==> src/rtl/ppl_pkg.sv <==
// Shared types and constants for the ray-march ring exit stage: block palette,
// face encoding, exit FSM states and the RGB565 face shader.
package ppl_pkg;

    typedef enum logic [1:0] {
        ST_RUN       = 2'd0,
        ST_DRAIN     = 2'd1,
        ST_WAIT_SWAP = 2'd2
    } state_t;

    localparam logic [1:0] FACE_TOP    = 2'd0;
    localparam logic [1:0] FACE_X      = 2'd1;
    localparam logic [1:0] FACE_Y      = 2'd2;
    localparam logic [1:0] FACE_BOTTOM = 2'd3;

    localparam logic [15:0] PALETTE [16] = '{
        16'h0000, 16'hF800, 16'h07E0, 16'h8410,
        16'h001F, 16'hFFE0, 16'h07FF, 16'hF81F,
        16'hC618, 16'h4208, 16'hA145, 16'h2589,
        16'h7BEF, 16'hFD20, 16'h39E7, 16'hFFFF
    };

    // Scale each channel by m/8 independently, truncating; no carries cross channels.
    function automatic logic [15:0] shade565(input logic [15:0] c, input logic [1:0] face);
        logic [3:0] m;
        logic [8:0] r;
        logic [9:0] g;
        logic [8:0] b;
        case (face)
            FACE_TOP: m = 4'd8;
            FACE_X:   m = 4'd7;
            FACE_Y:   m = 4'd6;
            default:  m = 4'd4;
        endcase
        r = {4'd0, c[15:11]} * {5'd0, m};
        g = {4'd0, c[10:5]}  * {6'd0, m};
        b = {4'd0, c[4:0]}   * {5'd0, m};
        return {r[7:3], g[8:3], b[7:3]};
    endfunction

endpackage

==> src/rtl/ppl_exit_fifo.sv <==
// Synchronous write FIFO with a registered head entry and an occupancy count.
module pixel_wr_fifo #(
    parameter int DEPTH = 16,
    parameter int WIDTH = 36
) (
    input  logic                     clk,
    input  logic                     rst,
    input  logic                     push,
    input  logic [WIDTH-1:0]         din,
    input  logic                     pop,
    output logic [WIDTH-1:0]         dout,
    output logic [$clog2(DEPTH):0]   count
);

    localparam int AW = $clog2(DEPTH);

    logic [WIDTH-1:0] mem [DEPTH];
    logic [AW-1:0]    wr_ptr;
    logic [AW-1:0]    rd_ptr;
    logic [AW:0]      cnt;
    logic [WIDTH-1:0] head;
    logic             push_ok;
    logic             pop_ok;

    assign pop_ok  = pop & (cnt != '0);
    assign push_ok = push & ((cnt != (AW+1)'(DEPTH)) | pop_ok);

    always_ff @(posedge clk) begin
        if (push_ok)
            mem[wr_ptr] <= din;
    end

    always_ff @(posedge clk) begin
        if (rst) begin
            wr_ptr <= '0;
            rd_ptr <= '0;
            cnt    <= '0;
            head   <= '0;
        end else begin
            if (push_ok)
                wr_ptr <= wr_ptr + 1'b1;
            if (pop_ok)
                rd_ptr <= rd_ptr + 1'b1;
            case ({push_ok, pop_ok})
                2'b10:   cnt <= cnt + 1'b1;
                2'b01:   cnt <= cnt - 1'b1;
                default: cnt <= cnt;
            endcase
            // Head takes the incoming word when it becomes the oldest entry,
            // otherwise the next stored entry on a pop.
            if (push_ok && ((cnt == '0) || (pop_ok && cnt == (AW+1)'(1))))
                head <= din;
            else if (pop_ok && cnt > (AW+1)'(1))
                head <= mem[rd_ptr + 1'b1];
        end
    end

    assign dout  = head;
    assign count = cnt;

endmodule

==> src/rtl/ppl_exit.sv <==
// Ray-march ring tail: retires finished rays, shades them to RGB565, queues
// framebuffer writes and sequences frame end / swap through scanner_stop.
module ppl_exit
    import ppl_pkg::*;
#(
    parameter int          H_DISP     = 1280,
    parameter int          V_DISP     = 720,
    parameter int          MAX_STEPS  = 20,
    parameter int          FIFO_DEPTH = 16,
    parameter logic [15:0] SKY_COLOR  = 16'h867D
) (
    input  logic        clk,
    input  logic        rst,
    input  logic        in_valid,
    input  logic        in_hit,
    input  logic [3:0]  in_block_id,
    input  logic [1:0]  in_face,
    input  logic [4:0]  block_cnt_out,
    input  logic [19:0] pixel_addr_out,
    output logic        next_en,
    output logic        scanner_stop,
    output logic        fb_wr_valid,
    input  logic        fb_wr_ready,
    output logic [19:0] fb_wr_addr,
    output logic [15:0] fb_wr_data,
    output logic        frame_done,
    input  logic        frame_start
);

    localparam int          CW        = $clog2(FIFO_DEPTH) + 1;
    localparam logic [4:0]  STEP_LAST = 5'(MAX_STEPS - 1);
    localparam logic [19:0] FRAME_PIX = 20'(H_DISP * V_DISP);
    localparam logic [CW-1:0] CNT_FULL = CW'(FIFO_DEPTH);
    localparam logic [CW-1:0] CNT_STOP = CW'(FIFO_DEPTH - 2);

    state_t        state;
    state_t        state_nxt;
    logic [19:0]   pix_cnt;
    logic [CW-1:0] fifo_cnt;
    logic [35:0]   head;
    logic [15:0]   colour;
    logic          done;
    logic          full;
    logic          push;
    logic          pop;
    logic          frame_last;

    assign done    = in_hit | (block_cnt_out >= STEP_LAST);
    assign full    = (fifo_cnt == CNT_FULL);
    assign next_en = ~in_valid | (done & ~full);
    assign push    = (state == ST_RUN) & in_valid & done & ~full;

    assign fb_wr_valid = (fifo_cnt != '0);
    assign pop         = fb_wr_valid & fb_wr_ready;
    assign frame_last  = push & (pix_cnt == FRAME_PIX - 20'd1);

    assign colour = in_hit ? shade565(PALETTE[in_block_id], in_face) : SKY_COLOR;

    // Margin of 2 covers rays already past the stop point in the ring.
    assign scanner_stop = (state != ST_RUN) | (fifo_cnt >= CNT_STOP);

    always_comb begin
        state_nxt = state;
        case (state)
            ST_RUN:       if (frame_last)   state_nxt = ST_DRAIN;
            ST_DRAIN:     if (!fb_wr_valid) state_nxt = ST_WAIT_SWAP;
            ST_WAIT_SWAP: if (frame_start)  state_nxt = ST_RUN;
            default:                        state_nxt = ST_RUN;
        endcase
    end

    always_ff @(posedge clk) begin
        if (rst) begin
            state      <= ST_RUN;
            pix_cnt    <= '0;
            frame_done <= 1'b0;
        end else begin
            state      <= state_nxt;
            frame_done <= (state == ST_DRAIN) & ~fb_wr_valid;
            if (frame_last)
                pix_cnt <= '0;
            else if (push)
                pix_cnt <= pix_cnt + 20'd1;
        end
    end

    pixel_wr_fifo #(
        .DEPTH (FIFO_DEPTH),
        .WIDTH (36)
    ) u_fifo (
        .clk   (clk),
        .rst   (rst),
        .push  (push),
        .din   ({pixel_addr_out, colour}),
        .pop   (pop),
        .dout  (head),
        .count (fifo_cnt)
    );

    assign fb_wr_addr = head[35:16];
    assign fb_wr_data = head[15:0];

endmodule

==> config.mk <==
export PLATFORM = sky130hd
export DESIGN_NAME = ppl_exit
export DESIGN_NICKNAME = d
export VERILOG_FILES = /design/src/rtl/ppl_pkg.sv /design/src/rtl/ppl_exit_fifo.sv /design/src/rtl/ppl_exit.sv
export SDC_FILE = /design/constraint.sdc
export NUM_CORES = 1
export LEC_CHECK = 0
export ABC_CLOCK_PERIOD_IN_PS = 6050
export CELL_PAD_IN_SITES_DETAIL_PLACEMENT = 0
export CELL_PAD_IN_SITES_GLOBAL_PLACEMENT = 1
export CORE_ASPECT_RATIO = 1.2
export CORE_MARGIN = 2
export CORE_UTILIZATION = 48
export DETAILED_ROUTE_END_ITERATION = 16
export GPL_ROUTABILITY_DRIVEN = 0
export GPL_TIMING_DRIVEN = 1
export PLACE_DENSITY = 0.73
export SLEW_MARGIN = 20
export SYNTH_ARGS = -nofsm -noshare
export SYNTH_HDL_FRONTEND = slang
export SYNTH_SLANG_ARGS = --single-unit
==> constraint.sdc <==
create_clock -name clk -period 6.05 [get_ports clk]
set_input_delay 1.21 -clock clk [delete_from_list [all_inputs] [get_ports clk]]
set_output_delay 1.21 -clock clk [all_outputs]
set_load 0.02 [all_outputs]
# Word level (Yosys, flattened, before mapping)
# Memories as Yosys holds them, arrays and structs flattened.
# Cells that the tools add are included.
word_totals:
  romBits: 256
  wordCells: 77
  output_inout_bits: 40
  mem_bits_rw: 576
  mem_count: 2
  inputBits: 37
  register_bits: 72
classes:
  n_mux: 13
  magnitude_cmp: 4
  n_eq_ne: 13
  addsub: 5
  bitwise: 17
  n_reduce_logical: 13
  multipliers: 3
memory_table:
  columns: ["name", "words", "word_bits", "read_ports", "rd_ports_with_merged_regs", "wr", "line", "source"]
  rows:
  - ["u_fifo.mem", 16, 36, 1, 0, 1, "ppl_exit_fifo.sv:17", "logic [WIDTH-1:0] mem [DEPTH];"]
  - ["(no name shown)", 16, 16, 1, 0, 0, "ppl_exit.sv:57", "assign colour = in_hit ? shade565(PALETTE[in_block_id], in_face) : SKY_COLOR;"]
ops:
  columns: ["cell", "count"]
  rows:
  - ["two-way mux 36 bit", 2]
  - ["two-way mux 16 bit", 3]
  - ["adder 20 x 1 -> 20 bit (second input constant)", 1]
  - ["equality test 20 bit (second input constant)", 1]
  - ["multiplier 5 x 4 -> 8 bit", 2]
  - ["case mux 4 bit (3 select lines)", 1]
  - [">= comparator 5 bit (second input constant)", 2]
  - ["case mux 5 bit (2 select lines)", 1]
  - ["AND 1 bit", 9]
  - ["multiplier 6 x 4 -> 9 bit", 1]
  - ["adder 4 x 1 -> 4 bit (second input constant)", 2]
  - ["equality test 2 x 1 -> 1 bit (second input constant)", 3]
  - ["equality test 2 bit (second input constant)", 3]
  - ["two-way mux 2 bit", 3]
  - ["inequality test 2 bit (second input constant)", 3]
  - ["case mux 2 bit (3 select lines)", 1]
  - ["nonzero test 2 bit", 3]
  - ["adder 5 x 1 -> 5 bit (second input constant)", 1]
  - ["equality test 5 x 1 -> 1 bit (second input constant)", 1]
  - ["equality test 5 bit (second input constant)", 1]
  - [">= comparator 5 x 4 -> 1 bit (second input constant)", 1]
  - ["> comparator 5 x 1 -> 1 bit (second input constant)", 1]
  - ["logical NOT 5 bit", 1]
  - ["inequality test 5 bit (second input constant)", 1]
  - ["11 further kinds", 20]

# Longest topological paths before layout
# Gate-level depths: netlist (run 1).
depth:
  ltp_word: 7
  ltp_mapped: 17
  mapped_depth_nobuf: 17

# By module
# From an unflattened synthesis (run 1), not the netlist that was laid out.
hier_totals:
  hier_cells: 1896
  hier_area_um2: 27895.5
by_module_without_submodules:
  columns: ["mod", "area_each_um2", "seq_area_each_um2", "instances", "cells_per_inst"]
  rows:
  - ["pixel_wr_fifo", 24805.0, 18277.5, 1, 1508]
  - ["ppl_exit", 3090.5, 460.4, 1, 388]

# Least setup slack after synthesis (run 1)
# OpenSTA, ideal clock, no wires.
synth_path:
  kind: "input-to-reg"
  startpoint: "input in_valid"
  endpoint: "memory u_fifo.mem[0][0], enable pin"
  stages: 5
  setup_slack_ps: 804
  arrival_ps: 4772
  n_path_buf: 1
  setup_time_ps: 474
  required_ps: 5576
  path_cell_list: "nor3b_1 -> nor3b_2 -> buf_2 -> nand2_1 -> nor3_1"
synth_via:
  elab_chain_len: 6
synth_lines:
  columns: ["item", "line", "source"]
  rows:
  - ["start, declared", "ppl_exit.sv:14", "input logic in_valid,"]
  - ["AND 1 bit (3 in series)", "ppl_exit.sv:51", "assign push = (state == ST_RUN) & in_valid & done & ~full;"]
  - ["AND 1 bit", "ppl_exit_fifo.sv:26", "assign push_ok = push & ((cnt != (AW+1)'(DEPTH)) | pop_ok);"]
  - ["two-way mux 1 bit", "ppl_exit_fifo.sv:29", "if (push_ok)"]
  - ["two-way mux 1 bit (not written as such)", "ppl_exit_fifo.sv:30", "mem[wr_ptr] <= din;"]
  - ["end, declared", "ppl_exit_fifo.sv:17", null]
# No other way between the ends.

# Final worst setup path (run 1)
layout_path:
  startpoint: "input in_block_id[0]"
  endpoint: "memory u_fifo.mem[13][10] (data pin)"
layout_via:
  elab_chain_len: 6
layout_lines:
  columns: ["item", "line", "source"]
  rows:
  - ["start, declared", "ppl_exit.sv:16", "input logic [3:0] in_block_id,"]
  - ["NOT 4 -> 5 bit (not written as such)", "ppl_exit.sv:57", null]
  - ["memory (16 x 16 bit)", null, null]
  - ["two-way mux 16 bit (not written as such) (2 in series)", "ppl_exit.sv:57", null]
  - ["multiplier 6 x 4 -> 9 bit", "ppl_pkg.sv:36", "g = {4'd0, c[10:5]} * {6'd0, m};"]
  - ["two-way mux 16 bit", "ppl_exit.sv:57", null]
  - ["net colour[10]", "ppl_exit.sv:41", "logic [15:0] colour;"]
# The timed path passes the listed nets, and every way through them passes these cells. The select of a mux whose other input is x is not followed.

==> results of run 1 <==
## per-layer routing
layer,up-vias,track usage (%),wire length (microns)
met5,-,0,0
met4,0,5.44,1430
li1,6117,-,-
met2,381,36.8,31400
met3,89,2.98,3030
met1,7401,28.9,25000
## power by group through the flow
stage | Combinational, mW | Sequential, mW | Clock [mW]
finish | 2.72 | 5.29 | 3.61
global placement | 2.72 | 5.38 | 0
floorplan | 1.76 | 5.45 | 0
global route | 2.94 | 5.31 | 3.84
detailed placement | 2.74 | 5.39 | 0
CTS | 2.76 | 5.29 | 3.68
## final cells by class
type	instances	area (sq um)	area share (%)
Timing Repair Buffer	127	1340	4.33
Sequential cell	648	18700	60.6
Multi-Input combinational cell	733	7940	25.7
Clock buffer	84	1610	5.20
Clock inverter	25	245	0.793
Tap cell	727	910	2.94
Inverter	39	146	0.473
## stage by stage
step	area, sq um	utilization, %	hold slack [ns]	instances	power [mW]
3_3_place_gp	29100	52.1	0.485	2274	8.10
4_1_cts	30900	55.4	0.507	2383	11.7
3_5_place_dp	29100	52.1	0.493	2274	8.13
6_report	30900	55.4	0.504	2383	11.6
2_1_floorplan	27000	-	0.472	1493	7.21
5_1_grt	30900	55.4	0.539	2383	12.1
## state kept, by name (all words and copies together), names as in the netlist
signal         flops
pix_cnt           20
u_fifo.count       5
frame_done         1
u_fifo.mem       576
u_fifo.dout       36
state              2
u_fifo.wr_ptr      4
u_fifo.rd_ptr      4
## logic make-up (layout without fill, tap and decap cells)
kind of cell             count (synthesis)  in the layout  share of synthesized area (%)
flip-flops                             648            648                           69.3
buffers and inverters                  112            275                           1.85
AND/OR/NAND/NOR                        316            316                           5.54
AO/OA/AOI/OAI                          114            114                           2.82
XOR/XNOR                                47             47                           1.67
multiplexers                           188            188                           15.1
adder cells (fa/ha/maj)                 68             68                           3.70
## cell usage in the layout (no fill, tap or decap), drive strengths merged, types with 11 or more instances in the layout
cell / instances
edfxtp: 576
mux4: 176
nor2: 127
clkbuf: 84
clkdlybuf4s50: 75
dfxtp: 72
nand2: 63
buf: 52
ha: 48
inv: 40
a21oi: 39
and2: 27
a211oi: 27
xor2: 25
xnor2: 21
fa: 20
clkinv: 18
nor2b: 17
nor3: 15
nand3: 13
mux2i: 11
## worst max path at each step
stage | cells past startpoint | end | start | slack, ns
floorplan | 5 | u_fifo.mem[0][0] | in_valid | 0.80
global placement | 17 | u_fifo.mem[9][10] | in_block_id[0] | 0.20
detailed placement | 18 | u_fifo.mem[11][10] | in_block_id[0] | 0.13
CTS | 18 | u_fifo.mem[14][10] | in_block_id[0] | 0.77
global route | 17 | u_fifo.mem[12][10] | in_block_id[0] | 0.56
finish | 15 | u_fifo.mem[13][10] | in_block_id[0] | 0.81
## critical path, cell delays in order
cell and delay [ns]:
clkdlybuf4s50_1 0.48, inv_1 0.09, ha_1 0.38, or2_2 0.33, a21oi_1 0.37, or2_2 0.20
fa_1 0.41, fa_1 0.54, fa_1 0.45, nor2b_1 0.19, o221ai_1 0.17, nand2b_1 0.10
a21oi_1 0.07, xnor3_1 0.25, nand2_1 0.27
==> out/results.tsv, run 1 <==
stage	metric	value	unit
status	status	finished clean	
detailed_routing	via_per_inst	5.87	
critical_path	crit_path_max_fanout	16	
pwr	seqPwrFrac	45.5	%
sta	maxSlewViolCount	0	
hold_path	hold_class	reg -> reg	
synth	syn_area	0.0270	sq mm
synth	synth_common_cells	edfxtp_1 (576), mux4_2 (176), nor2_1 (127)	
sta	rsz0062_at_grt	no	
placed_design	dp.final_hpwl	34700	microns
clock_network	clk_latency	0.63	ns
synth	syn_nets	1598	
sta	tightest_slew	1.08	ns
cells_and_area	finalNetCount	1712	
critical_path	start_kind	input pin	
clock_network	htree_levels	2	
cells_and_area	fill_cells	4270	
hold_path	min_from	u_fifo.dout[11]	
synth	synth_area_leaders	edfxtp_1 (64%), mux4_2 (15%), dfxtp_1 (5.3%), ha_1 (2.2%), nor2_1 (1.8%)	
synth	synth_edf_count	576	
critical_path	required	6.33	ns
run	cap_violations	0	
pwr	swShare	27.6	%
placed_design	place_ws	0.134	ns
synth	synth.avg_cell_area	18.1	sq um
hold_path	min_path_cells	2	
pwr	p_clk_share	31.1	%
sta	fin_crit_sh	86.7	%
clock_network	hold_buffers	0	
die	rows	95	
die	initial_core_util	48.4	%
critical_path	cp-end-kind	flop	
synth	synth_top_area_share	64.0	%
synth	ys_warn_count	0	
detailed_routing	wl_per_cell	25.5	microns
cells_and_area	final_layout_size_suffix_gt1_share	20.5	%
pwr	power_density	376	mW/mm^2
clock_network	cts_tree	built	
clock_network	cts.sinks	648	
detailed_routing	dr.pass1.iters	5	
clock_network	post_cts_resized	0	
pwr	vdd_ir_drop_max	260	uV
sta	skew	0.0247	ns
placed_design	io_buffers	76	
critical_path	r2r_start	u_fifo.count[0]	
global_route	grt_pass1_vias	14500	
cells_and_area	syn_to_final_growth	14.4	%
pwr	pwr-share-comb	23.4	%
detailed_routing	ant_nets	0	
synth	synth_ff_type	edfxtp_1	
global_route	grt_max_degree	67	
synth	ys_async_sr_fraction	0	%
sta	max-slew-margin-rel	27.5	%
synth	post-synth-top-count-cell	edfxtp_1	
sta	fin_ws	0.805	ns
detailed_routing	drc	0	
hold_path	min_to	u_fifo.dout[11]	
synth	ys_ff_latch	648	
die	die-area	0.0582	sq mm
global_route	grt-ovfl-total	0	
global_route	antenna_found_initial	0	
sta	clock.fmax	191	MHz
synth	synth_top_area_cell	edfxtp_1	
clock_network	cts.reportedPaths.clkPinSlew	0.07	ns
cells_and_area	antennaDiodeCount	0	
sta	timing_hold_violations_final	0	
clock_network	cts_buffer_depth	3	
global_route	grt_pass1_wl	92000	microns
clock_network	post-cts-setup-buffers	0	
synth	yosysUniqueCellTypes	59	
sta	tns	0	ns
global_route	grt_usage	21.4	%
critical_path	rr_endpoint	u_fifo.mem[13][19]	
pwr	p_int	8.42	mW
die	die_w	221	microns
critical_path	reg2reg_depth	7	
detailed_routing	routed_wl	60900	microns
synth	postSynthCellCount	1493	
detailed_routing	drt-initial-drc-count	1091	
pwr	p_sw	3.21	mW
die	die_h	264	microns
critical_path	cp_data_arrival_time	5.53	ns
detailed_routing	vias	14000	
clock_network	cts_root_buf	clkbuf_16	
critical_path	critical_path_class	in -> reg	
synth	ys_seq_area_share	69.3	%
sta	setup_viol	0	
sta	period_minus_slack	5.24	ns
clock_network	numCtsBuffers	58	
critical_path	regToRegSetupSlack	2.57	ns
die	core	0.0559	sq mm
pwr	p_leak	10.0	nW
die	ioPinCount	77	
Note: power is estimated with default switching activity, not from simulation.
==> run 2: changes to the inputs <==
--- a/config.mk
+++ b/config.mk
@@ -14,7 +14,7 @@
 export DETAILED_ROUTE_END_ITERATION = 16
 export GPL_ROUTABILITY_DRIVEN = 0
 export GPL_TIMING_DRIVEN = 1
-export PLACE_DENSITY = 0.73
+export PLACE_DENSITY_LB_ADDON = 0.1
 export SLEW_MARGIN = 20
 export SYNTH_ARGS = -nofsm -noshare
 export SYNTH_HDL_FRONTEND = slang
==> run 2 against run 1 <==
  * Power is 2.9% higher
  * Sequential power hardly changed
  * Fmax is 1.1% lower
  * Die area stayed put
  * Count of clock-buffer cells in the layout is 9 lower
  * Core utilization is 0.32 points higher
  * Highest routed layer unchanged
==> out/results.tsv, run 2 (same netlist as run 1, synthesis figures left out) <==
stage	metric	value	unit	change
sta	skew	0.0481	ns	+0.0234 ns
die	die-area	0.0582	sq mm	unchanged
critical_path	cp-end-kind	flop		
hold_path	min_to	u_fifo.dout[5]		
clock_network	numCtsBuffers	61		+5.2%
pwr	power_density	385	mW/mm^2	+2.3%
clock_network	post-cts-setup-buffers	0		unchanged
cells_and_area	finalNetCount	1722		+0.58%
critical_path	cp_cell_sequence	clkdlybuf4s50_1 -> inv_1 -> buf_4 -> ha_1 -> nor3b_1 -> a221o_1 -> and2_1 -> fa_1 -> inv_1 -> fa_1 -> inv_1 -> ha_1 -> or2_2 -> o41ai_1 -> xor2_1 -> nand2_1		
clock_network	cts_root_buf	clkbuf_16		
critical_path	reg2reg_depth	8		+1
clock_network	cts_buffer_depth	3		unchanged
sta	period_minus_slack	5.30	ns	+0.0566 ns
sta	timing_hold_violations_final	0		unchanged
critical_path	rr_endpoint	u_fifo.dout[2]		
sta	tightest_slew	0.997	ns	-0.0811 ns
global_route	grt-ovfl-total	0		unchanged
sta	fin_ws	0.748	ns	-0.0566 ns
global_route	grt_pass1_vias	14600		+0.19%
die	rows	95		unchanged
die	die_h	264	microns	unchanged
clock_network	hold_buffers	0		unchanged
detailed_routing	vias	14000		+0.19%
cells_and_area	top_register	u_fifo.mem		
detailed_routing	drt-initial-drc-count	1203		+10%
global_route	antenna_found_initial	0		unchanged
critical_path	cp_top_family	adder cells		
hold_path	min_from	u_fifo.dout[5]		
placed_design	place_ws	0.147	ns	+0.0132 ns
critical_path	crit_path_max_fanout	16		unchanged
global_route	grt_pass1_wl	93200	microns	+1.3%
placed_design	dp.final_hpwl	35700	microns	+2.9%
sta	max-slew-margin-rel	32.9	%	+5.5 points
detailed_routing	drc	0		unchanged
sta	fin_crit_sh	87.6	%	+0.94 points
detailed_routing	dr.pass1.iters	7		+2
cells_and_area	layout_common_cells	edfxtp_1 (576), mux4_2 (176), nor2_1 (114)		
clock_network	cts_tree	built		
critical_path	slowest_stage	fa_1		
critical_path	r2r_start	u_fifo.rd_ptr[0]		
clock_network	post_cts_resized	0		unchanged
pwr	p_leak	10.2	nW	+1.3%
cells_and_area	fill_cells	4390		+2.8%
hold_path	hold_class	reg -> reg		
die	initial_core_util	48.4	%	unchanged
cells_and_area	final_layout_size_suffix_gt1_share	22.0	%	+1.5 points
clock_network	cts.reportedPaths.clkPinSlew	0.06	ns	about the same
detailed_routing	via_per_inst	5.85		-0.39%
clock_network	cts.sinks	648		unchanged
pwr	vdd_ir_drop_max	242	uV	-6.9%
detailed_routing	routed_wl	63000	microns	+3.5%
detailed_routing	wl_per_cell	26.3	microns	+2.9%
cells_and_area	antennaDiodeCount	0		unchanged
hold_path	min_path_cells	2		unchanged
clock_network	htree_levels	2		unchanged
critical_path	start_kind	input pin		
critical_path	critPathMaxStageDelay	0.54	ns	about the same
critical_path	cp_data_arrival_time	5.51	ns	-0.02 ns
placed_design	io_buffers	76		unchanged
placed_design	postPlaceCellArea	0.0290	sq mm	-0.23%
sta	rsz0062_at_grt	no		
cells_and_area	layout_commonest_cell	edfxtp_1		
die	die_w	221	microns	unchanged
critical_path	regToRegSetupSlack	2.46	ns	-0.11 ns
die	ioPinCount	77		unchanged
critical_path	required	6.26	ns	-0.07 ns
sta	setup_viol	0		unchanged
run	cap_violations	0		unchanged
detailed_routing	ant_nets	0		unchanged
sta	maxSlewViolCount	0		unchanged
cells_and_area	largest_reg_flops	576		unchanged
critical_path	critical_path_class	in -> reg		
global_route	grt_max_degree	61		-9.0%
sta	clock.fmax	189	MHz	-1.1%
sta	tns	0	ns	unchanged
cells_and_area	syn_to_final_growth	15.1	%	
die	core	0.0559	sq mm	unchanged
status	status	finished clean		
critical_path	crit_top_cell	inv_1		
cells_and_area	final_area	0.0311	sq mm	+0.57%
clock_network	clk_latency	0.65	ns	+0.02 ns
critical_path	worst-path-buf-inv	5		+3
global_route	grt_usage	22.1	%	+0.62 points
## run 2: cell type report
class / instances / area [sq um] / share of cell area [%]
clock inverters: 41 / 460 / 1.48
clock buffers: 75 / 1610 / 5.17
well taps: 727 / 910 / 2.92
repair buffers: 134 / 1300 / 4.17
inverters: 39 / 146 / 0.471
flip-flops and latches: 648 / 18700 / 60.2
multi-input cells: 733 / 7950 / 25.5
## run 2: how the worst max path moves through the flow
stage,to,cells past startpoint,start
CTS,u_fifo.mem[3][9],16,in_block_id[0]
floorplan,u_fifo.mem[0][0],5,in_valid
detailed placement,u_fifo.mem[14][9],16,in_block_id[0]
global placement,u_fifo.mem[13][9],16,in_block_id[0]
finish,u_fifo.mem[3][9],16,in_block_id[0]
global route,u_fifo.mem[3][9],16,in_block_id[1]
## run 2: tightest hold or removal path, cell delays in order, from the launching register on
cell     delay (ns)
dfxtp_1        0.31
nor2_1         0.10
nor4_1         0.05
## run 2: per-layer routing
layer  wire (microns)  vias up  global-route usage [%]  part of all wire, %
met3             2930       93                    3.53                  4.7
met4             1220        0                    5.10                  1.9
li1                 -     6151                       -                    -
met5                0        -                       0                    0
met1            26500     7453                    29.6                   42
met2            32300      318                    37.9                   51
## run 2: power breakdown
part / internal [mW] / switching, mW
sequential: 5.16 / 0.153
combinational: 1.24 / 1.49
clock: 2.24 / 1.67
## run 2: per-stage QoR
stage	hold WS (ns)	total power [mW]	util, %	cells
after floorplan	0.472	7.21	-	1493
after global routing	0.539	12.5	55.7	2397
after global placement	0.487	8.17	51.9	2280
after CTS	0.513	12.1	55.6	2396
final	0.514	12.0	55.7	2397
after detailed placement	0.498	8.19	51.9	2280
==> run 3: changes to the inputs <==
--- a/config.mk
+++ b/config.mk
@@ -5,12 +5,13 @@
 export SDC_FILE = /design/constraint.sdc
 export NUM_CORES = 1
 export LEC_CHECK = 0
-export ABC_CLOCK_PERIOD_IN_PS = 6050
+export ABC_CLOCK_PERIOD_IN_PS = 6300
+export CAP_MARGIN = 15
 export CELL_PAD_IN_SITES_DETAIL_PLACEMENT = 0
 export CELL_PAD_IN_SITES_GLOBAL_PLACEMENT = 1
 export CORE_ASPECT_RATIO = 1.2
 export CORE_MARGIN = 2
-export CORE_UTILIZATION = 48
+export CORE_UTILIZATION = 58
 export DETAILED_ROUTE_END_ITERATION = 16
 export GPL_ROUTABILITY_DRIVEN = 0
 export GPL_TIMING_DRIVEN = 1
==> constraint.sdc (replaced) <==
create_clock -name clk -period 6.3 [get_ports clk]
set_input_delay 1.26 -clock clk [delete_from_list [all_inputs] [get_ports clk]]
set_output_delay 1.26 -clock clk [all_outputs]
set_load 0.02 [all_outputs]
==> run 3 against run 2 <==
  * Core utilization up 11 points
  * Global-route usage up 3.5 points
  * Power down 7.2%
  * Critical endpoint is now u_fifo.mem[0][7]
  * Combinational power down 5%
==> out/results.tsv, run 3 (same netlist as run 1, synthesis figures left out) <==
stage	metric	value	unit	change
clock_network	cts.reportedPaths.clkPinSlew	0.06	ns	about the same
die	core	0.0459	sq mm	-18%
clock_network	cts_tree	built		
clock_network	cts_buffer_depth	3		unchanged
pwr	vdd_ir_drop_max	259	uV	+6.7%
detailed_routing	vias	14100		+0.39%
critical_path	start_kind	input pin		
pwr	p_sw	3.02	mW	-9.1%
die	ioPinCount	77		unchanged
detailed_routing	ant_nets	0		unchanged
die	rows	86		-9.5%
die	die-area	0.0484	sq mm	-17%
placed_design	io_buffers	76		unchanged
die	die_w	201	microns	-8.9%
status	status	finished clean		
die	die_h	241	microns	-8.9%
cells_and_area	layout_common_cells	edfxtp_1 (576), mux4_2 (176), nor2_1 (114)		
sta	rsz0062_at_grt	no		
clock_network	post_cts_resized	0		unchanged
hold_path	min_to	u_fifo.dout[7]		
cells_and_area	seq_area	0.0187	sq mm	unchanged
global_route	antenna_found_initial	0		unchanged
global_route	grt_pass1_wl	90100	microns	-3.3%
sta	skew	0.0222	ns	-0.0259 ns
clock_network	cts_root_buf	clkbuf_16		
pwr	p_int	8.08	mW	-6.5%
critical_path	cp_data_arrival_time	5.72	ns	+0.21 ns
placed_design	dp.final_hpwl	32700	microns	-8.3%
global_route	grt_pass1_vias	14300		-1.6%
critical_path	reg2reg_depth	8		unchanged
detailed_routing	drc	0		unchanged
detailed_routing	routed_wl	60600	microns	-3.8%
clock_network	htree_levels	2		unchanged
global_route	grt_max_degree	99		+62%
clock_network	post-cts-setup-buffers	0		unchanged
critical_path	critPathMaxStageDelay	0.61	ns	+0.07 ns
critical_path	required	6.64	ns	+0.38 ns
cells_and_area	finalNetCount	1706		-0.93%
critical_path	slowest_stage	fa_1		
pwr	seqPwrFrac	45.8	%	+1.4 points
critical_path	crit_path_max_fanout	16		unchanged
detailed_routing	wl_per_cell	26.7	microns	+1.7%
cells_and_area	final_area	0.0307	sq mm	-1.4%
sta	fin_crit_sh	85.5	%	
sta	timing_hold_violations_final	0		unchanged
clock_network	cts.sinks	648		unchanged
cells_and_area	final_layout_size_suffix_gt1_share	20.4	%	-1.7 points
pwr	p_clk_share	30.8	%	-1.9 points
clock_network	hold_buffers	0		unchanged
critical_path	worst-path-stages	14		-2
sta	setup_viol	0		unchanged
cells_and_area	largest_reg_flops	576		unchanged
cells_and_area	final_util	66.7	%	+11 points
hold_path	min_path_cells	2		unchanged
cells_and_area	layout_commonest_cell	edfxtp_1		
hold_path	min_from	u_fifo.dout[7]		
critical_path	cp-end-kind	flop		
pwr	power_density	362	mW/mm^2	-5.9%
cells_and_area	fill_cells	3134		-29%
detailed_routing	dr.pass1.iters	5		-2
global_route	grt_usage	25.6	%	+3.5 points
critical_path	regToRegSetupSlack	2.81	ns	+0.35 ns
pwr	p_leak	9.99	nW	-1.7%
sta	max-slew-margin-rel	28.3	%	-4.6 points
clock_network	numCtsBuffers	58		-4.9%
global_route	grt-ovfl-total	0		unchanged
detailed_routing	via_per_inst	6.21		+6.2%
sta	tightest_slew	1.07	ns	+0.0682 ns
die	initial_core_util	58.8	%	+10 points
placed_design	postPlaceCellArea	0.0288	sq mm	-0.78%
critical_path	cp_cell_sequence	clkdlybuf4s50_1 -> inv_1 -> ha_1 -> or2_2 -> a21oi_1 -> or2_2 -> fa_1 -> fa_1 -> inv_1 -> ha_1 -> nand2_1 -> o41ai_1 -> xor2_1 -> and2_1		
sta	maxSlewViolCount	0		unchanged
run	cap_violations	0		unchanged
sta	period_minus_slack	5.38	ns	
critical_path	r2r_start	u_fifo.count[1]		
sta	tns	0	ns	unchanged
pwr	pwr-share-comb	23.4	%	+0.6 points
cells_and_area	antennaDiodeCount	0		unchanged
critical_path	worst-path-buf-inv	3		-2
cells_and_area	top_register	u_fifo.mem		
clock_network	clk_latency	0.61	ns	-0.04 ns
sta	clock.fmax	186	MHz	
cells_and_area	multi_input_area	0.00794	sq mm	about the same
critical_path	cp_top_family	adder cells		
pwr	swShare	27.2	%	-0.56 points
cells_and_area	syn_to_final_growth	13.4	%	
critical_path	critical_path_class	in -> reg		
critical_path	rr_endpoint	u_fifo.mem[11][35]		
detailed_routing	drt-initial-drc-count	1239		+3.0%
hold_path	hold_class	reg -> reg		
run 3: changes by cell type in the layout (fill, tap and decap cells not counted), sizes merged:
| cell | delta |
|---|---|
| clkbuf | +16 |
| clkinv | -13 |
| clkinvlp | -4 |
| buf | -13 |
| bufinv | -6 |
run 3: metal layers:
metal  wire (microns)  global-route usage (%)
met5                0                       0
met3             3730                    3.71
met2            30900                    43.6
met4             1330                    7.07
met1            24700                    35.0
run 3: per-stage QoR:
step | total power [mW] | setup slack (ns) | hold slack [ns] | std cells
after floorplan | 6.92 | 1.00 | 0.472 | 1493
after global placement | 7.74 | 0.458 | 0.489 | 2156
after detailed placement | 7.78 | 0.331 | 0.497 | 2156
after CTS | 11.2 | 0.968 | 0.517 | 2265
after global routing | 11.5 | 0.533 | 0.545 | 2266
final | 11.1 | 0.917 | 0.515 | 2266
run 3: worst max path at each step:
stage | endpoint | startpoint | slack (ns)
after detailed placement | u_fifo.mem[11][10] | in_block_id[0] | 0.33
after global placement | u_fifo.mem[9][9] | in_block_id[0] | 0.46
after global routing | u_fifo.mem[12][10] | in_block_id[0] | 0.53
final | u_fifo.mem[0][7] | in_block_id[0] | 0.92
after floorplan | u_fifo.mem[0][0] | in_valid | 1.00
after CTS | u_fifo.mem[1][10] | in_block_id[0] | 0.97
run 3: layout make-up:
cell class,count,share of cell area (%)
Clock inverter,18,0.506
Clock buffer,91,5.53
Timing Repair Buffer,121,3.96
Tap cell,616,2.51
Multi-Input combinational cell,733,25.9
Sequential cell,648,61.1
Inverter,39,0.477
run 3: worst register-to-register path: cells and delay by family, from the launching register on:
kind	cells	cell delay (ns)
flip-flops	1	0.45
AND/OR/NAND/NOR	4	1.59
adder cells (fa/ha/maj)	1	0.29
buffers and inverters	3	0.83
run 3: power by group through the flow:
| stage | Clock (mW) | Sequential [mW] | Combinational (mW) |
|---|---|---|---|
| after floorplan | 0 | 5.23 | 1.69 |
| after global placement | 0 | 5.20 | 2.55 |
| after detailed placement | 0 | 5.20 | 2.58 |
| after CTS | 3.48 | 5.11 | 2.60 |
| after global routing | 3.62 | 5.10 | 2.80 |
| final | 3.41 | 5.08 | 2.60 |
==> RTL edit, RTL diff (settings of run 2) <==
Encoding of `state_t`: now one-hot (3 bits for 3 states).
--- a/src/rtl/ppl_pkg.sv
+++ b/src/rtl/ppl_pkg.sv
@@ -4,6 +4,6 @@
 
-    typedef enum logic [1:0] {
-        ST_RUN       = 2'd0,
-        ST_DRAIN     = 2'd1,
-        ST_WAIT_SWAP = 2'd2
+    typedef enum logic [2:0] {
+        ST_RUN       = 3'b001,
+        ST_DRAIN     = 3'b010,
+        ST_WAIT_SWAP = 3'b100
     } state_t;
Function: same outputs for any inputs over 4 cycles, from zero or initial values and one cycle with rst high; so few cycles prove little.
==> RTL edit against run 2 <==
- synthesized cell count grew 1.6%
- combinational power is 15% higher
- synthesized area grew 0.49%
- worst hold slack lost 0.013 ns
- sequential cell count up 1
- clock power fell by 4%
- worst setup slack better by 0.036 ns
- largest cell class unchanged
- design area about the same
- total power rose by 2.4%
- via count about the same
- wire length shrank 1.7%
- critical endpoint is now u_fifo.mem[11][10]
- register-to-register slack improved by 0.21 ns
==> RTL edit: results (changes against run 2) <==
[global_routing]
grt_use_total_pct=21.55  ; was 22.05%
grt_pass1_vias=14528  ; was 14576
met3_usage_pct=3.037  ; was 3.535%
grt_use_met2_pct=36.78  ; was 37.91%
grt_use_met1_pct=29.55  ; about the same
grt_max_degree=89  ; was 61
grt_pass1_wl_mm=93.29  ; was 93.20 mm
antenna_found_initial=0  ; unchanged

[detailed_routing]
via_count=14014  ; was 14015
drtIter0Drc=1091  ; was 1203
first_pass_iters=5  ; was 7
drtAntennaViolNets=0  ; unchanged
wl_per_cell_microns=25.67  ; was 26.27 microns
viasPerCell=5.810  ; was 5.847

[synth]
synth_area_leaders=edfxtp_1, mux4_2, dfxtp_1  ; unchanged
avgSynthCellArea_sq_um=17.91  ; was 18.11 sq um
synth_flop_cell=edfxtp_1  ; unchanged
yosys_warnings=0  ; unchanged
synth_common_cells=edfxtp_1, mux4_2, nor2_1  ; unchanged
ys_seq_area_share_pct=69.04  ; was 69.31%
synthesis.nets=1622  ; was 1598
synth_edf_count=576  ; unchanged
synth_cell_types=63  ; was 59
async_reset_ff_share_pct=0  ; unchanged

[cts]
post_cts_buffers=0  ; unchanged
cts_inserted_buffers=61  ; unchanged
path_clk_slew_ns=0.06  ; about the same
clock_path_buffers=3  ; unchanged
cts_htree_levels=2  ; unchanged
clock-root-buffer=clkbuf_16  ; unchanged
insertion_delay_ns=0.63  ; was 0.65 ns
cts_resized=0  ; unchanged

[critical_path]
crit_path_max_fanout=16  ; unchanged
ff2ff_path_depth=6  ; was 8
crit_arrival_ns=5.52  ; was 5.51 ns
slowest_delay_ns=0.54  ; about the same
cp_top_family=adder cells  ; unchanged
cp_slowest_cell=fa_1  ; unchanged

[finish]
diodes=0  ; unchanged
drive_gt1_share_pct=21.42  ; was 22.04%
fin_nets=1739  ; was 1722
largest_register=u_fifo.mem  ; unchanged
largest_reg_flops=576  ; unchanged

[power]
ir_worst_vdd_v=0.0002505  ; was 0.0002424 V
p_leak_nw=10.05  ; was 10.15 nW

[run_status]
status=finished clean  ; unchanged

[placed_design]
dpl.hpwl_mm=35.34  ; was 35.72 mm
port_buffers=76  ; unchanged
place_inst=2298  ; was 2280

[timing]
skew_ns=0.01165  ; was 0.04810 ns
tightestPinTransition_ns=1.074  ; was 0.9971 ns

[flow_run]
cap_violations=0  ; unchanged

[min_path]
hold-path-cell-count=2  ; unchanged
hold_path.class=reg2reg  ; unchanged

[RTL edit: path summary, 6_finish.rpt]
check,start,end,slack [ns]
setup / recovery,in_block_id[0],u_fifo.mem[11][10],0.78
hold / removal,pix_cnt[1],pix_cnt[1],0.50
setup reg to reg,u_fifo.rd_ptr[0],u_fifo.dout[12],2.67
hold reg to reg,pix_cnt[1],pix_cnt[1],0.50
[RTL edit: worst register-to-register path, cell delays in order, from the launching register on]
cell	delay, ns
dfxtp_4	0.80
ha_4	0.87
buf_4	0.48
mux4_2	0.36
mux4_2	0.46
nor2_1	0.17
nor4_1	0.10
[RTL edit: metrics by stage]
step           hold WS, ns  worst slack [ns]  util [%]  cell area, sq um  power, W
6_report            0.5009            0.7841     55.52             31080   0.01225
5_1_grt             0.5252            0.4506     55.52             31080   0.01279
3_3_place_gp        0.4773            0.2281     51.97             29090  0.008598
3_5_place_dp        0.4924            0.1477     51.97             29090  0.008622
4_1_cts             0.5023            0.7891     55.52             31080   0.01241
2_1_floorplan       0.4536            0.8430         -             27170  0.007565
[RTL edit: cells by family after synthesis]
logic type	after synthesis	synth area share, %
DFF	649	69.04
and+or+nand+nor	325	5.775
muxes	186	15.01
AOI/OAI and AO/OA	124	3.035
buffers and inverters	116	1.847
adders and majority gates	68	3.684
xor gates and xnor gates	49	1.607
[RTL edit: metal layers]
| layer | share of wire, % | vias to the layer above |
|---|---|---|
| li1 | - | 6215 |
| met4 | 2.0 | 0 |
| met5 | 0 | - |
| met3 | 4.4 | 73 |
| met2 | 51 | 282 |
| met1 | 43 | 7444 |
[RTL edit: area by class of cell]
| class | count | area, sq um |
|---|---|---|
| timing repair buffer | 130 | 1199 |
| clock inverter | 29 | 270.3 |
| multi-input combinational | 752 | 8074 |
| fill | 4320 | 24900 |
| sequential | 649 | 18760 |
| clock buffer | 85 | 1717 |
| inverter | 40 | 150.1 |
| tap | 727 | 909.6 |
[RTL edit: where the power goes]
group / total, W / switching, W / internal, W
Sequential: 0.00534 / 0.000160 / 0.00518
Combinational: 0.00313 / 0.00166 / 0.00146
Clock: 0.00378 / 0.00163 / 0.00215
Total: 0.0122 / 0.00345 / 0.00880
